$ cat config.mk
export PLATFORM = sky130hd
export DESIGN_NAME = pipe_stage_latch
export DESIGN_NICKNAME = d
export VERILOG_FILES = /design/src/rtl/pipe_stage_latch.sv
export SDC_FILE = /design/constraint.sdc
export NUM_CORES = 1
export LEC_CHECK = 0
export ABC_AREA = 1
export CORE_MARGIN = 5
export CORE_UTILIZATION = 40
export DETAILED_ROUTE_END_ITERATION = 8
export HOLD_SLACK_MARGIN = 0.1
export PLACE_DENSITY = 0.74
export SKIP_LAST_GASP = 1
export SLEW_MARGIN = 20
export SYNTH_ARGS = -nofsm -noshare
export SYNTH_HDL_FRONTEND = slang
export SYNTH_SLANG_ARGS = --single-unit
$ cat constraint.sdc
create_clock -name clk -period 3.7 [get_ports clk]
set_clock_uncertainty 0.15 [all_clocks]
set_input_delay 0.555 -clock clk [delete_from_list [all_inputs] [get_ports clk]]
set_output_delay 0.555 -clock clk [all_outputs]
set_load 0.05 [all_outputs]
$ cat src/rtl/pipe_stage_latch.sv
// Inter-stage pipeline latch: NUM_FIELDS x DATA_W payload, valid/ready handshake,
// 2-entry skid buffer, synchronous flush-to-bubble and a saturating stall counter.
module pipe_stage_latch #(
  parameter int unsigned DATA_W     = 32,
  parameter int unsigned NUM_FIELDS = 4,
  parameter int unsigned IR_FIELD   = 3,
  parameter logic [31:0] NOP_INSTR  = 32'h0000_0000,
  parameter int unsigned CNT_W      = 16
) (
  input  logic                         clk,
  input  logic                         clr,
  input  logic                         flush,
  input  logic                         in_valid,
  output logic                         in_ready,
  input  logic [NUM_FIELDS*DATA_W-1:0] in_data,
  output logic                         out_valid,
  input  logic                         out_ready,
  output logic [NUM_FIELDS*DATA_W-1:0] out_data,
  output logic [1:0]                   occupancy,
  output logic [CNT_W-1:0]             stall_cycles
);

  localparam int unsigned TOT_W  = NUM_FIELDS * DATA_W;
  localparam int unsigned IR_LSB = IR_FIELD * DATA_W;
  localparam logic [DATA_W-1:0] NOP_W  = DATA_W'(NOP_INSTR);
  localparam logic [TOT_W-1:0]  BUBBLE = TOT_W'(NOP_W) << IR_LSB;

  typedef enum logic [1:0] {
    EMPTY = 2'd0,
    ONE   = 2'd1,
    TWO   = 2'd2
  } state_t;

  state_t             state_q, state_d;
  logic [TOT_W-1:0]   main_q, main_d;
  logic [TOT_W-1:0]   skid_q, skid_d;
  logic [CNT_W-1:0]   stall_q, stall_d;
  logic               in_fire, out_fire;

  // Handshake decodes come only from registered state (plus reset gating of in_ready).
  assign out_valid    = (state_q != EMPTY);
  assign in_ready     = (state_q != TWO) & clr;
  assign occupancy    = (state_q == TWO) ? 2'd2 : ((state_q == ONE) ? 2'd1 : 2'd0);
  assign out_data     = main_q;
  assign stall_cycles = stall_q;
  assign in_fire      = in_valid & in_ready;
  assign out_fire     = out_valid & out_ready;

  always_ff @(posedge clk or negedge clr) begin
    if (!clr) begin
      state_q <= EMPTY;
      main_q  <= BUBBLE;
      skid_q  <= BUBBLE;
      stall_q <= '0;
    end else begin
      state_q <= state_d;
      main_q  <= main_d;
      skid_q  <= skid_d;
      stall_q <= stall_d;
    end
  end

  // Next state and datapath; flush overrides everything except the stall count.
  always_comb begin
    state_d = state_q;
    main_d  = main_q;
    skid_d  = skid_q;
    stall_d = stall_q;

    if (out_valid && !out_ready && (stall_q != {CNT_W{1'b1}})) begin
      stall_d = stall_q + CNT_W'(1);
    end

    if (flush) begin
      state_d = EMPTY;
      main_d  = BUBBLE;
      skid_d  = BUBBLE;
    end else begin
      case (state_q)
        EMPTY: begin
          if (in_fire) begin
            main_d  = in_data;
            state_d = ONE;
          end
        end
        ONE: begin
          if (in_fire && out_fire) begin
            main_d = in_data;
          end else if (in_fire) begin
            skid_d  = in_data;
            state_d = TWO;
          end else if (out_fire) begin
            main_d  = BUBBLE;
            state_d = EMPTY;
          end
        end
        TWO: begin
          // Skid always drains into main so ordering stays FIFO.
          if (out_fire) begin
            main_d  = skid_q;
            skid_d  = BUBBLE;
            state_d = ONE;
          end
        end
        default: begin
          state_d = EMPTY;
          main_d  = BUBBLE;
          skid_d  = BUBBLE;
        end
      endcase
    end
  end

endmodule

==> impl_metrics.tcl <==
set metrics [dict create \
    outcome "completed" \
    via_count 15600 \
    cts-root-buf "clkbuf_16" \
    io_pins 281 \
    wl_per_cell_um 16.3 \
    drc 0 \
    synth_area_per_cell_sq_um 6.92 \
    crit_family "buffers and inverters" \
    grt_max_degree 173 \
    gr-total-overflow 0 \
    hpwl_mm 28.3 \
    required_ns 2.99 \
    dieWidth_um 208 \
    finalCritPeriodShare_pct 87.7 \
    fillers 3672 \
    dp_slack_ns 0.834 \
    synth_area_sq_um 15700 \
    timing.fmax_mhz 308 \
    start_util_pct 40.5 \
    clock_path_buffers 3 \
    drive_gt1_share_pct 3.98 \
    final_area_sq_um 19700 \
    ys_warn_count 0 \
    hold_violations 0 \
    syn_to_final_growth_pct 25.7 \
    grt_pass1_vias 15500 \
    r2r_end "skid_q[17]$_DFFE_PN0P_" \
    grt_pass1_wl_mm 80.7 \
    dieHeight_um 208 \
    hold_path_class "reg2reg" \
    routabilityCongestion 0.818 \
    syn_nets 2401 \
    cp_max_fo 48 \
    criticalPathCategory "reg2out" \
    cts.reportedPaths.clkPinSlew_ns 0.06 \
    avgViaCountPerCell 5.22 \
    p_leak_nw 10.2 \
    grt_usage_pct 22.1 \
    hold_start "out_data[52]$_DFFE_PN0P_" \
    seq_area_sq_um 6860 \
    seq_area_frac_synth_pct 43.7 \
    post-cts-setup-buffer-count 0 \
    finalCriticalPeriod_ns 3.24 \
    cts_max_level 2 \
    multi_input_area_sq_um 7420 \
    end_kind "output port" \
    worst_ep_arrival_time_ns 2.54 \
    cp_cell_sequence "inv_1 > nand2_1 > inv_6 > clkdlybuf4s50_1" \
    path_buf_inv 3 \
    routed_wl_mm 48.5 \
    cp-start-kind "flop" \
    clk_latency_ns 0.52 \
    setup_viol 0 \
    drt_pre_antenna_iters 5 \
    num_rows 72 \
    maxSlewHeadroom_pct 26.6 \
    final_nets 2572 \
    rsz0062_at_grt "false" \
    cts_made_buffers 34 \
    r2r-start "state_q[1]$_DFFE_PN0P_" \
    irDropWorstVdd_mv 0.323 \
    setup_slack_ns 0.456 \
    dpl_cell_area_sq_um 18600 \
    hold_path_depth 2 \
    worst_pin_slew_ns 1.10 \
    ys_types 26 \
    worstRegToRegCells 8 \
    drt_iter0_drc 1200 \
    antenna_found_initial 4 \
    cts_tree "done" \
    slew_viol_final 0 \
    tns_ns 0 \
    drtAntennaViolNets 0 \
    port_buffers 280 \
    max-cap-violations 0 \
    core_area_sq_um 38700 \
    synthCells 2267 \
    cp_slowest_cell "clkdlybuf4s50_1" \
    hold_end "out_data[52]$_DFFE_PN0P_" \
    slowest_delay_ns 0.95 \
    die-area_sq_um 43300 \
    cts_sinks 274 \
    cellPowerDensity_nw_per_um2 512 \
    ys_ff_latch 274 \
    reg2reg_slack_ns 1.17 \
]
## worst min-delay path, stage by stage, from the launching register on
cell and delay, ns:
dfrtp_1 0.34, nand2_1 0.05, nand2_1 0.05
## metrics by stage
stage               util, %  power, mW  std cells  hold slack [ns]
floorplan                 -       5.68       2267            0.109
global placement       48.0       6.75       2919            0.312
detailed placement     48.0       6.80       2919            0.314
CTS                    50.8       10.2       2978            0.312
global route           50.9       10.6       2981            0.340
finish                 50.9       10.1       2981            0.328
## how the worst max path moves through the flow
stage / startpoint / to / slack [ns] / cells past startpoint
6_report: state_q[1]$_DFFE_PN0P_ / occupancy[0] / 0.46 / 4
5_1_grt: state_q[1]$_DFFE_PN0P_ / occupancy[0] / 0.37 / 4
4_1_cts: state_q[1]$_DFFE_PN0P_ / occupancy[0] / 0.41 / 4
3_5_place_dp: in_valid / out_data[81]$_DFFE_PN0P_ / 0.83 / 8
3_3_place_gp: out_ready / out_data[27]$_DFFE_PN0P_ / 0.89 / 10
2_1_floorplan: state_q[0]$_DFFE_PN0P_ / in_ready / 1.28 / 5
## per-layer routing
| metal | track usage (%) | vias to the layer above | wire (um) |
|---|---|---|---|
| li1 | - | 7431 | - |
| met3 | 4.61 | 68 | 3710 |
| met5 | 0 | - | 13 |
| met4 | 6.86 | 2 | 1000 |
| met2 | 36.2 | 632 | 22800 |
| met1 | 29.5 | 7417 | 20900 |
## layout make-up
class	instances	area share, %
Multi-Input combinational cell	1674	37.6
Sequential cell	274	34.8
Timing Repair Buffer	305	15.7
Clock buffer	46	5.07
Tap cell	518	3.29
Inverter	149	2.89
Clock inverter	12	0.571
Antenna cell	3	0.0381
## synthesized netlist by cell type, drive strengths merged
cell type | number | share of area (%)
nand2 | 972 | 23
nand3 | 396 | 13
dfrtp | 274 | 44
nor2 | 152 | 3.7
inv | 149 | 3.6
buf | 134 | 4.9
o21bai | 128 | 6.1
clkbuf | 36 | 0.86
xnor2 | 7 | 0.39
nor3 | 4 | 0.16
o21ai | 4 | 0.13
xor2 | 3 | 0.17
a21oi | 2 | 0.064
nand4 | 2 | 0.080
a31oi | 1 | 0.040
and2 | 1 | 0.040
ha | 1 | 0.080
nand3b | 1 | 0.048
## logic make-up after synthesis
logic type      count (synthesis)  share of synthesized area (%)
flops                         274                           43.7
simple gates                 1528                           40.0
xor+xnor                       10                          0.559
buf+inv                       319                           9.31
fa+ha+maj                       1                         0.0798
compound gates                135                           6.36
## layout by cell type, fill, tap and decap left out, types with 4 or more instances in the layout
master	n
o21bai_1	128
clkdlybuf4s50_1	277
clkbuf_8	4
clkbuf_1	5
nor2_1	148
clkbuf_16	37
inv_1	143
buf_4	18
dfrtp_1	274
nand2_1	967
buf_12	8
o21ai_0	4
xnor2_1	7
clkinv_2	9
nand3_1	395
## power by group
group | switching, mW | internal [mW]
registers | 0.245 | 3.36
clock network | 1.31 | 2.03
logic | 2.17 | 0.976
## registers in the layout, indices dropped and copies added, names as in the netlist
| signal | cells |
|---|---|
| out_data | 128 |
| skid_q | 128 |
| stall_cycles | 16 |
| state_q | 2 |
## timing repair
item | CTS | global route
hold endpoints to repair | 36 | 0
setup endpoints to repair | 0 | 0
resized for setup | 0 | 0
hold buffers | 1 | 0
No activity file was read; power rests on OpenSTA's default activity.
